`config.mk`:
```
export PLATFORM = sky130hd
export DESIGN_NAME = inverter_pipe
export DESIGN_NICKNAME = d
export VERILOG_FILES = /design/src/rtl/inverter_defs.sv /design/src/rtl/inverter_stage.sv /design/src/rtl/inverter_pipe.sv
export SDC_FILE = /design/constraint.sdc
export NUM_CORES = 1
export LEC_CHECK = 0
export ABC_AREA = 1
export CORE_UTILIZATION = 35
export CTS_CLUSTER_DIAMETER = 80
export DETAILED_ROUTE_END_ITERATION = 16
export GPL_TIMING_DRIVEN = 0
export SYNTH_ARGS = -nofsm -noshare
export SYNTH_HDL_FRONTEND = slang
export SYNTH_SLANG_ARGS = --single-unit
export TNS_END_PERCENT = 10
```
`constraint.sdc`:
```
create_clock -name clk -period 1.65 [get_ports clk]
set_input_delay 0.33 -clock clk [delete_from_list [all_inputs] [get_ports clk]]
set_output_delay 0.33 -clock clk [all_outputs]
set_load 0.01 [all_outputs]
```
`src/rtl/inverter_defs.sv`:
```
// Shared definitions for the pipelined inverter: mode encodings and default sizes.
package inverter_defs;

  localparam int DEF_WIDTH   = 8;
  localparam int DEF_DEPTH   = 3;
  localparam int DEF_COUNT_W = 16;

  // Per-word operation carried alongside the data word.
  typedef enum logic [1:0] {
    MODE_PASS    = 2'd0,
    MODE_INV     = 2'd1,
    MODE_MASK    = 2'd2,
    MODE_ILLEGAL = 2'd3
  } mode_e;

endpackage

```
`src/rtl/inverter_stage.sv`:
```
// One pipeline slot: a WIDTH-bit data register plus its valid bit, loaded on i_load.
module inverter_stage #(
  parameter int WIDTH = 8
) (
  input  logic             clk,
  input  logic             rst,
  input  logic             i_load,
  input  logic [WIDTH-1:0] i_data,
  input  logic             i_valid,
  output logic [WIDTH-1:0] o_data,
  output logic             o_valid
);

  logic [WIDTH-1:0] r_data;
  logic             r_valid;

  // Capture the upstream word and its valid bit whenever this slot may advance.
  // NOTE: state registers use non-blocking assignments so every stage samples
  // its upstream neighbour's pre-edge value, regardless of evaluation order.
  always_ff @(posedge clk) begin
    if (rst) begin
      r_data  <= '0;
      r_valid <= 1'b0;
    end else if (i_load) begin
      r_data  <= i_data;
      r_valid <= i_valid;
    end
  end

  assign o_data  = r_data;
  assign o_valid = r_valid;

endmodule

```
`src/rtl/inverter_pipe.sv`:
```
// Pipelined pass / invert / masked-invert datapath with valid-ready handshake,
// bubble-collapsing backpressure, a saturating output-transfer counter and a
// sticky illegal-mode flag.
module inverter_pipe
  import inverter_defs::*;
#(
  parameter int WIDTH   = DEF_WIDTH,
  parameter int DEPTH   = DEF_DEPTH,
  parameter int COUNT_W = DEF_COUNT_W
) (
  input  logic               clk,
  input  logic               rst,
  input  logic [WIDTH-1:0]   a,
  input  logic [1:0]         mode,
  input  logic [WIDTH-1:0]   mask,
  input  logic               in_valid,
  output logic               in_ready,
  output logic [WIDTH-1:0]   y,
  output logic               out_valid,
  input  logic               out_ready,
  output logic [COUNT_W-1:0] xfer_count,
  output logic               mode_err
);

  logic [WIDTH-1:0]   w_func;
  logic               w_in_xfer;
  logic               w_out_xfer;
  logic [COUNT_W-1:0] r_xfer_count;
  logic               r_mode_err;

  // Apply the word's operation once, on the way into stage 1.
  // NOTE: the default assignment first guarantees every path drives w_func,
  // so no latch is inferred for unlisted or illegal modes.
  always_comb begin
    w_func = a;
    case (mode_e'(mode))
      MODE_INV:  w_func = ~a;
      MODE_MASK: w_func = a ^ mask;
      default:   w_func = a;
    endcase
  end

  // Stage chain: each stage advances when it is empty or its downstream
  // neighbour advances, so bubbles fill even while the output is stalled.
  for (genvar i = 0; i < DEPTH; i++) begin : g_stage
    logic             w_ready;
    logic             w_valid;
    logic             w_up_valid;
    logic             w_down_ready;
    logic [WIDTH-1:0] w_data;
    logic [WIDTH-1:0] w_up_data;

    if (i == 0) begin : g_first
      assign w_up_data  = w_func;
      assign w_up_valid = in_valid;
    end else begin : g_follow
      assign w_up_data  = g_stage[i-1].w_data;
      assign w_up_valid = g_stage[i-1].w_valid;
    end

    if (i == DEPTH - 1) begin : g_last
      assign w_down_ready = out_ready;
    end else begin : g_inner
      assign w_down_ready = g_stage[i+1].w_ready;
    end

    assign w_ready = ~w_valid | w_down_ready;

    inverter_stage #(
      .WIDTH (WIDTH)
    ) u_stage (
      .clk     (clk),
      .rst     (rst),
      .i_load  (w_ready),
      .i_data  (w_up_data),
      .i_valid (w_up_valid),
      .o_data  (w_data),
      .o_valid (w_valid)
    );
  end

  assign in_ready  = g_stage[0].w_ready;
  assign out_valid = g_stage[DEPTH-1].w_valid;
  assign y         = g_stage[DEPTH-1].w_data;

  assign w_in_xfer  = in_valid & in_ready;
  assign w_out_xfer = out_valid & out_ready;

  // Count completed output transfers, holding at all-ones instead of wrapping.
  always_ff @(posedge clk) begin
    if (rst) begin
      r_xfer_count <= '0;
    end else if (w_out_xfer && (r_xfer_count != {COUNT_W{1'b1}})) begin
      r_xfer_count <= r_xfer_count + COUNT_W'(1);
    end
  end

  // Latch any accepted illegal-mode word; only reset clears the flag.
  always_ff @(posedge clk) begin
    if (rst) begin
      r_mode_err <= 1'b0;
    end else if (w_in_xfer && (mode_e'(mode) == MODE_ILLEGAL)) begin
      r_mode_err <= 1'b1;
    end
  end

  assign xfer_count = r_xfer_count;
  assign mode_err   = r_mode_err;

endmodule

```
# Yosys cells after proc, flatten, opt, wreduce, memory -nomap -nowiden
# Cells that the tools add are included.
[op_classes] addsub=1 eq_ne=4 mux=1 n_bitwise=10 n_reduce_logical=2
[ops] operator="$add A16 B1 Y16 const B" n=1
[ops] operator="$ne A16 B16 Y1 const B" n=1
[ops] operator="$pmux W8 S2" n=1
[ops] operator="$not A8 Y8" n=1
[ops] operator="$xor A8 B8 Y8" n=1
[ops] operator="$eq A2 B2 Y1 const B" n=2
[ops] operator="$not A1 Y1" n=3
[ops] operator="$or A1 B1 Y1" n=3
[ops] operator="$and A1 B1 Y1" n=2
[ops] operator="$eq A2 B1 Y1 const B" n=1
[ops] operator="$logic_and A1 B1 Y1" n=2
[word_totals] reg_bits=44 in_bits=22 output_inout_bits=27 wordCells=26

# Logic depth before layout (Yosys ltp)
# Gate-level depths: netlist of run 1.
[logic_depth] word_depth=6 mapped_depth=9 mapped_depth_nobuf=8

# Hierarchy
# Synthesis of run 1 repeated with hierarchy kept, for this count alone.
[hier_totals] hier_cells=371 hier_area_um2=2382.3
[modules_own_cells] mod="inverter_pipe" n_inst=1 cells_each=200 area_per_inst_um2=1237.4 seq_area_each_um2=340.3
[modules_own_cells] mod="inverter_stage" n_inst=3 cells_each=57 area_per_inst_um2=381.6 seq_area_each_um2=180.2

# Least setup slack after synthesis of run 1
# Ideal clock, no wire load.
[synth_path] path_kind="register -> register" start="register r_xfer_count[0] (netlist: xfer_count[0])" end="register r_xfer_count[14] (netlist: xfer_count[14])" setup_time_ps=115 arrival_ps=1262 required_time_ps=1535 slack_ps=273 path_stages_with_launch=8 n_path_buf=1 period_less_slack_ps=1377 cell_sequence="dfxtp_1 ha_1 inv_1 nor2_4 nand4_4 buf_6 a21oi_1 nor2_1"
[synth_between] elab_chain_len=2 word_cells_on_any_way=3 cone_classes="add/sub (1); eq/ne (1); reduce/logical (1)"
[synth_lines] element="from (decl)" line="inverter_pipe.sv:28" rtl="logic [COUNT_W-1:0] r_xfer_count;"
[synth_lines] element="from (signal assigned)" line="inverter_pipe.sv:94" rtl="r_xfer_count <= r_xfer_count + COUNT_W'(1);"
[synth_lines] element="branches (longest 2 deep; another with $add A16 B1 Y16)"
# Parallel ways; which one is timed is not known.
# A chain may end at the register's enable or synchronous reset.

# Worst setup path after layout of run 1
[layout_path] start="register g_stage[2].u_stage.r_valid" end="output out_valid"
[layout_rtl] element="from (decl)" line="inverter_stage.sv:15" rtl="logic r_valid;"
[layout_rtl] element="from (signal assigned)" line="inverter_stage.sv:26" rtl="r_valid <= i_valid;"
[layout_rtl] element="to (decl)" line="inverter_pipe.sv:19" rtl="output logic out_valid,"
# No word-level cell between the ends.

==> impl_metrics.json, run 1 <==
{
  "status": "finished clean",
  "timing.final.crit_share_pct": 97.3,
  "antenna_found_initial": 0,
  "layout-drive-gt1-share_pct": 12.9,
  "maxCapViolCount": 0,
  "start_util_pct": 36.3,
  "instances_no_fill": 448,
  "place_ws_ns": -0.646,
  "htree_levels": 2,
  "cts_tree": "yes",
  "worstPathCellList": "buf_4 -> clkdlybuf4s50_1",
  "synth_nets": 341,
  "slew_headroom_pct": 69.3,
  "yosysUniqueCellTypes": 21,
  "postLayoutSetupSlackWorst_ns": 0.0446,
  "cp_top_family": "buffers and inverters",
  "grt_pass1_wl_mm": 8.67,
  "row_count": 28,
  "place_hpwl_mm": 3.82,
  "synthToLayoutAreaGrowth_pct": 35.3,
  "synth-seq-cells": 44,
  "routed_wl_mm": 5.13,
  "first_global_vias": 1879,
  "fill_cells": 620,
  "num_vias": 2126,
  "hold_viol": 0,
  "mostFrequentLayoutCell": "nand2_1",
  "n_antenna_cell": 0,
  "clk_path_buf_depth": 2,
  "drt_iter0_drc": 117,
  "gp_congestion": 0.750,
  "fmax_mhz": 623,
  "arrival_ns": 1.28,
  "postLayoutCellArea_mm2": 0.00291,
  "cp.buffers_inverters": 2,
  "avgViaCountPerCell": 4.75,
  "ant_nets": 0,
  "first_pass_iters": 4,
  "synthCells": 315,
  "setup.worst_path.class": "flop to output port",
  "grt_use_total_pct": 17.1,
  "syn_area_per_cell_um2": 6.83,
  "powerDensity_mw_per_mm2": 775,
  "cp-end-kind": "output port",
  "ys_seq_area_share_pct": 41.0,
  "grt_remaining_overflow": 0,
  "wl_per_cell_um": 11.4,
  "clkLatencyLatePin_ns": 0.30,
  "hp-start": "g_stage[0].u_stage.o_data[1]$_SDFFE_PP0P_",
  "cts-buffers-inserted": 5,
  "hold-worst-slack_ns": 0.459,
  "fp.dieW_um": 80.4,
  "worst_slew_pin_slew_ns": 0.461,
  "yosysWarningCount": 0,
  "route.detailed.drc": 0,
  "critPathMaxStageDelay_ns": 0.52,
  "place_area_mm2": 0.00273,
  "min_period_ns": 1.61,
  "max-vdd-ir-drop_mv": 0.360,
  "die_area_mm2": 0.00646,
  "report.final.slew_viol_count": 0,
  "grt_start_max_net_pins": 14,
  "startpoint": "g_stage[2].u_stage.o_valid$_SDFFE_PP0P_",
  "cp-start-kind": "flop",
  "power_w": 0.00226,
  "path_clk_slew_ns": 0.09,
  "cts-root-buf": "clkbuf_8",
  "r2r_setup_slack_ns": 0.19,
  "finalSetupViolCount": 0,
  "portBuffers": 48,
  "design.core.area_mm2": 0.00592,
  "syn_area_mm2": 0.00215,
  "placed_cells": 438,
  "hold_buffers": 0,
  "worstReg2RegStart": "g_stage[2].u_stage.o_valid$_SDFFE_PP0P_",
  "rsz0062_at_grt": "no",
  "seq_area_um2": 897,
  "clock_skew_ns": 0.0106,
  "nNetsFinal": 398,
  "worstHoldPathType": "flop to flop",
  "cts.sinks": 44,
  "crit_path_top_delay_cell": "clkdlybuf4s50_1",
  "crit_fanout": 2,
  "required_ns": 1.32,
  "leakagePower_nw": 1.19,
  "final_cell_mix": "nand2_1 (72), nor2_1 (61), clkdlybuf4s50_1 (45), dfxtp_1 (31), nand3_1 (28)",
  "die_h_um": 80.4,
  "multi_input_area_mm2": 0.00114,
  "num_io_pins": 49
}
[state kept, by name, indices dropped and copies added (netlist names)]
signal and count:
g_stage.u_stage.o_data 24, mode_err 1, xfer_count 16, g_stage.u_stage.o_valid 3
[synthesized netlist by cell type]
cell type   n  area share [%]
nor3_1      2            0.47
o21ai_0    24             5.6
nand2_1    72              13
a21oi_1    22             5.1
nor2_4      4             2.1
nor2_1     62              11
o21a_1      1            0.35
ha_1        4             2.3
nand4_2     1            0.58
a31oi_1     8             2.3
buf_2       7             1.6
nand2_2     3            0.87
inv_1      22             3.8
nor2_2      2            0.58
nand3_1    29             6.7
dfxtp_1    44              41
o31ai_1     1            0.35
o21ai_1     1            0.23
nand4_4     1            0.99
clkbuf_1    3            0.52
buf_6       2             1.0
[metrics by stage]
| stage | TNS, ns | utilization, % |
|---|---|---|
| after floorplan | 0 | - |
| after global placement | -4.32 | 46.0 |
| after detailed placement | -4.52 | 46.0 |
| after CTS | 0 | 48.9 |
| after global routing | 0 | 49.2 |
| final | 0 | 49.2 |
[repair_timing]
| item | CTS | global route |
|---|---|---|
| setup endpoints to repair | 4 | 12 |
| buffers inserted | 2 | 0 |
| pin swaps | 2 | 1 |
| gates resized for setup | 14 | 15 |
[final cells by class]
type | instances | share of cell area, %
Tap cell | 75 | 3.22
Clock inverter | 1 | 1.03
Clock buffer | 7 | 3.31
Timing Repair Buffer | 50 | 16.9
Sequential cell | 44 | 30.8
Buffer | 12 | 2.67
Inverter | 22 | 2.92
Multi-Input combinational cell | 237 | 39.1
[power breakdown]
group          internal, W  switching [W]
Sequential         0.00110      0.0000204
Clock             0.000534       0.000361
Combinational     0.000118       0.000122
[logic make-up after synthesis]
family | Yosys count | share of synthesized area (%)
buffers and inverters | 34 | 7.04
AOI/OAI and AO/OA | 57 | 14.0
DFF | 44 | 41.0
and+or+nand+nor | 176 | 35.7
adders and majority gates | 4 | 2.33
[tightest hold or removal path: stages, from the launching register on]
cell and delay, ns:
dfxtp_1 0.31, nand2_1 0.06, a21oi_1 0.05
[per-layer routing]
layer  track usage (%)  wire length, µm  up-vias
met1              23.2             2650      932
met3              3.52              196        5
met2              27.8             2230       48
met4              3.75               54        0
met5                 0                0        -
li1                  -                -     1141
[final timing paths]
path | depth (start not counted) | end
max | 2 | out_valid
min | 2 | g_stage[1].u_stage.o_data[1]$_SDFFE_PP0P_
min reg2reg | 2 | g_stage[1].u_stage.o_data[1]$_SDFFE_PP0P_
max reg2reg | 8 | xfer_count[15]$_SDFFE_PP0P_
Note: power is estimated with default switching activity, not from simulation.
==> inputs of run 2 (changes only) <==
==> constraint.sdc (replaced) <==
create_clock -name clk -period 1.65 [get_ports clk]
set_input_delay 0.33 -clock clk [delete_from_list [all_inputs] [get_ports clk]]
set_output_delay 0.33 -clock clk [all_outputs]
set_load 0.1 [all_outputs]
==> impl_metrics.json, run 2 (synthesis gave the netlist of run 1 again) <==
{
  "avgViaCountPerCell": 4.65,
  "layout-drive-gt1-share_pct": 20.5,
  "grt_pass1_wl_mm": 8.25,
  "clkLatencyLatePin_ns": 0.30,
  "start_util_pct": 36.3,
  "num_vias": 2073,
  "rsz0062_at_grt": "yes",
  "hold_viol": 0,
  "row_count": 28,
  "htree_levels": 2,
  "design.core.area_mm2": 0.00592,
  "grt_use_total_pct": 16.2,
  "arrival_ns": 1.33,
  "place_ws_ns": -1.25,
  "grt_start_max_net_pins": 16,
  "die_area_mm2": 0.00646,
  "postLayoutCellArea_mm2": 0.00293,
  "first_global_vias": 1811,
  "cp-start-kind": "flop",
  "nNetsFinal": 396,
  "worst_slew_pin_slew_ns": 0.547,
  "cp-end-kind": "output port",
  "place_area_mm2": 0.00275,
  "synthToLayoutAreaGrowth_pct": 36.4,
  "clk_path_buf_depth": 2,
  "leakagePower_nw": 1.19,
  "required_ns": 1.32,
  "n_antenna_cell": 0,
  "status": "complete, but fails checks",
  "drt_iter0_drc": 139,
  "largest_reg_flops": 24,
  "die_h_um": 80.4,
  "crit_fanout": 10,
  "portBuffers": 48,
  "worstPathCellList": "inv_1 -> nor2_4 -> nand3_4 -> buf_6 -> buf_12",
  "clock_skew_ns": 0.00560,
  "min_period_ns": 1.66,
  "place_hpwl_mm": 3.61,
  "cts-buffers-inserted": 5,
  "setup.worst_path.class": "flop to output port",
  "cts.sinks": 44,
  "placed_cells": 438,
  "mostFrequentLayoutCell": "nand2_1",
  "path_clk_slew_ns": 0.09,
  "hold-worst-slack_ns": 0.458,
  "hold_buffers": 0,
  "postLayoutSetupSlackWorst_ns": -0.00717,
  "instances_no_fill": 446,
  "slew_headroom_pct": 63.7,
  "fp.dieW_um": 80.4,
  "num_io_pins": 49,
  "first_pass_iters": 4,
  "cts-root-buf": "clkbuf_8",
  "fmax_mhz": 603,
  "gp_congestion": 0.780,
  "cts_tree": "yes",
  "worstHoldPathType": "flop to flop",
  "powerDensity_mw_per_mm2": 778,
  "max-vdd-ir-drop_mv": 0.404,
  "crit_path_top_delay_cell": "dfxtp_4",
  "violations": "setup timing",
  "finalSetupViolCount": 1,
  "grt_remaining_overflow": 0,
  "route.detailed.drc": 0,
  "final_cell_mix": "nand2_1 (72), nor2_1 (61), nand3_1 (28), dfxtp_1 (27), clkdlybuf4s15_2 (25)",
  "wl_per_cell_um": 11.0,
  "ant_nets": 0,
  "cts_setup_buffers": 0,
  "timing.final.crit_share_pct": 100,
  "critPathMaxStageDelay_ns": 0.36,
  "antenna_found_initial": 0,
  "maxCapViolCount": 0,
  "routed_wl_mm": 4.89,
  "report.final.slew_viol_count": 0
}
==> run 2: changes by cell type in the layout (fill, tap and decap cells not counted) <==
cell | before | now
dfxtp_2 | 13 | 14
dfxtp_1 | 31 | 27
inv_4 | 1 | 2
dfxtp_4 | 0 | 3
clkbuf_8 | 7 | 5
dlymetal6s2s_1 | 1 | 0
clkdlybuf4s50_1 | 45 | 20
clkdlybuf4s15_2 | 0 | 25
buf_12 | 0 | 1
buf_4 | 3 | 1
inv_6 | 0 | 1
==> run 2: layout make-up <==
| cell class | count | area [µm²] |
|---|---|---|
| multi-input combinational | 237 | 1140 |
| timing repair buffer | 48 | 515 |
| clock inverter | 3 | 45.0 |
| inverter | 22 | 85.1 |
| sequential | 44 | 910 |
| buffer | 12 | 77.6 |
| fill | 622 | 2990 |
| clock buffer | 5 | 68.8 |
| tap | 75 | 93.8 |
==> run 2: path summary, 6_finish.rpt <==
path,startpoint,to,slack [ns],cells past startpoint
setup / recovery,g_stage[2].u_stage.o_valid$_SDFFE_PP0P_,in_ready,-0.007,5
hold / removal,g_stage[0].u_stage.o_data[7]$_SDFFE_PP0P_,g_stage[1].u_stage.o_data[7]$_SDFFE_PP0P_,0.46,2
setup reg to reg,g_stage[2].u_stage.o_valid$_SDFFE_PP0P_,xfer_count[15]$_SDFFE_PP0P_,0.26,7
hold reg to reg,g_stage[0].u_stage.o_data[7]$_SDFFE_PP0P_,g_stage[1].u_stage.o_data[7]$_SDFFE_PP0P_,0.46,2
==> run 2: worst max-delay path: cells and delay by family, from the launching register on <==
family                 cells  cell delay, ns
flip-flops                 1            0.36
AND/OR/NAND/NOR            2            0.27
buffers and inverters      3            0.39
==> run 2: repair_timing <==
action,in CTS,in global routing
endpoints found under the setup margin,28,10
gates resized for setup,94,5
pin swaps,1,0
==> run 2: power by group <==
group | internal, W | total [W] | switching [W]
Clock | 0.000458 | 0.000852 | 0.000394
Combinational | 0.000114 | 0.000314 | 0.000200
Sequential | 0.00110 | 0.00112 | 0.0000198
Total | 0.00167 | 0.00228 | 0.000614
==> run 2: layer usage <==
layer	vias up	track usage [%]	share of wire [%]
met5	-	0	0
li1	1135	-	-
met1	892	23.2	52
met2	41	23.8	41
met4	0	5.89	1.6
met3	5	3.07	5.1
==> run 2: per-stage QoR <==
stage	util, %	setup TNS [ns]	power (W)
2_1_floorplan	-	0	0.00134
3_3_place_gp	46.5	-9.12	0.00145
3_5_place_dp	46.5	-9.42	0.00145
4_1_cts	49.6	-0.208	0.00230
5_1_grt	49.6	-0.153	0.00238
6_report	49.6	-0.00717	0.00228
==> inputs of run 3 (changes only) <==
PLACE_DENSITY = 0.7   (was not set)
==> impl_metrics.json, run 3 (synthesis gave the netlist of run 1 again) <==
{
  "n_antenna_cell": 0,
  "htree_levels": 2,
  "report.final.slew_viol_count": 0,
  "crit_path_top_delay_cell": "clkdlybuf4s50_1",
  "fmax_mhz": 555,
  "wl_per_cell_um": 11.0,
  "slew_headroom_pct": 63.3,
  "mostFrequentLayoutCell": "nand2_1",
  "design.core.area_mm2": 0.00592,
  "finalSetupViolCount": 1,
  "largest_reg_flops": 24,
  "cp-start-kind": "input port",
  "clkLatencyLatePin_ns": 0.29,
  "ant_nets": 0,
  "multi_input_area_mm2": 0.00114,
  "hold_buffers": 0,
  "cp.buffers_inverters": 3,
  "grt_use_total_pct": 16.8,
  "cp_top_family": "buffers and inverters",
  "violations": "setup timing",
  "crit_fanout": 10,
  "critPathMaxStageDelay_ns": 0.45,
  "min_period_ns": 1.80,
  "grt_pass1_wl_mm": 8.59,
  "die_h_um": 80.4,
  "required_ns": 1.32,
  "path_clk_slew_ns": 0.08,
  "first_global_vias": 2000,
  "arrival_ns": 1.47,
  "first_pass_iters": 5,
  "cp-end-kind": "output port",
  "leakagePower_nw": 1.18,
  "cts-buffers-inserted": 5,
  "drt_iter0_drc": 111,
  "antenna_found_initial": 0,
  "rsz0062_at_grt": "yes",
  "fill_cells": 597,
  "cts-root-buf": "clkbuf_8",
  "tns_ns": -0.153,
  "place_hpwl_mm": 3.69,
  "clock_skew_ns": 0.00432,
  "nNetsFinal": 396,
  "route.detailed.drc": 0,
  "status": "complete, but fails checks",
  "final_cell_mix": "nand2_1 (71), nor2_1 (59), nand3_1 (28), dfxtp_1 (27), clkdlybuf4s15_2 (25)",
  "avgViaCountPerCell": 4.80,
  "timing.final.crit_share_pct": 109,
  "num_vias": 2140,
  "worstHoldPathType": "flop to flop",
  "worst_slew_pin_slew_ns": 0.553,
  "postLayoutSetupSlackWorst_ns": -0.153,
  "gp_congestion": 0.809,
  "power_w": 0.00223,
  "clk_path_buf_depth": 2,
  "max-vdd-ir-drop_mv": 0.447,
  "start_util_pct": 36.3,
  "synthToLayoutAreaGrowth_pct": 36.1,
  "row_count": 28,
  "setup.worst_path.class": "input port to output port",
  "portBuffers": 48,
  "cts_setup_buffers": 0,
  "grt_start_max_net_pins": 14,
  "routed_wl_mm": 4.93,
  "fp.dieW_um": 80.4,
  "cts_tree": "yes",
  "layout-drive-gt1-share_pct": 20.8,
  "cts.sinks": 44,
  "maxCapViolCount": 0,
  "num_io_pins": 49,
  "seq_area_um2": 910,
  "powerDensity_mw_per_mm2": 763,
  "worstPathCellList": "clkdlybuf4s50_1 -> nor2_2 -> nand3_4 -> buf_6 -> buf_8",
  "hold_viol": 0,
  "grt_remaining_overflow": 0,
  "die_area_mm2": 0.00646
}
[run 3: worst min-delay path, delay by kind of cell (launching register included)]
family	cells	cell delay [ns]
AND/OR/NAND/NOR	1	0.06
AO/OA/AOI/OAI	1	0.05
flip-flops	1	0.32
[run 3: report_power, final]
part           switching (W)  internal [W]  leakage [nW]
clock               0.000352      0.000449        0.0552
combinational       0.000199      0.000114         0.760
sequential         0.0000214       0.00110         0.368
[run 3: worst paths after layout]
| check | start | to | slack [ns] | depth (start not counted) |
|---|---|---|---|---|
| worst max-delay path | out_ready | in_ready | -0.15 | 5 |
| worst min-delay path | g_stage[0].u_stage.o_data[1]$_SDFFE_PP0P_ | g_stage[1].u_stage.o_data[1]$_SDFFE_PP0P_ | 0.47 | 2 |
| worst max register to register | xfer_count[0]$_SDFFE_PP0P_ | xfer_count[4]$_SDFFE_PP0P_ | 0.27 | 7 |
| worst min register to register | g_stage[0].u_stage.o_data[1]$_SDFFE_PP0P_ | g_stage[1].u_stage.o_data[1]$_SDFFE_PP0P_ | 0.47 | 2 |
[run 3: repair_timing]
item | in CTS | in global routing
pin swaps | 1 | 0
endpoints found under the setup margin | 28 | 14
gates cloned | 0 | 0
gates resized for setup | 91 | 6
[run 3: stage by stage]
stage | cell area, µm² | hold slack (ns) | instances | utilization [%] | setup WS [ns]
finish | 2930 | 0.468 | 446 | 49.4 | -0.153
global route | 2930 | 0.493 | 446 | 49.4 | -0.218
CTS | 2920 | 0.466 | 446 | 49.3 | -0.183
detailed placement | 2750 | 0.443 | 438 | 46.5 | -1.25
global placement | 2750 | 0.437 | 438 | 46.5 | -1.22
floorplan | 2180 | 0.399 | 315 | - | 0.0421
[run 3: cell type report]
| type | instances | area share [%] |
|---|---|---|
| clock buffer | 6 | 2.48 |
| buffer | 12 | 2.65 |
| timing repair buffer | 48 | 17.5 |
| multi-input combinational | 237 | 39.0 |
| sequential | 44 | 31.1 |
| tap | 75 | 3.21 |
| clock inverter | 2 | 1.20 |
| inverter | 22 | 2.91 |
[run 3: per-layer routing]
layer	global-route usage, %	vias up	part of all wire (%)
met5	0	-	0
met4	5.89	0	1.3
met3	3.64	6	4.7
met2	28.1	48	46
met1	21.2	951	48
li1	-	1135	-
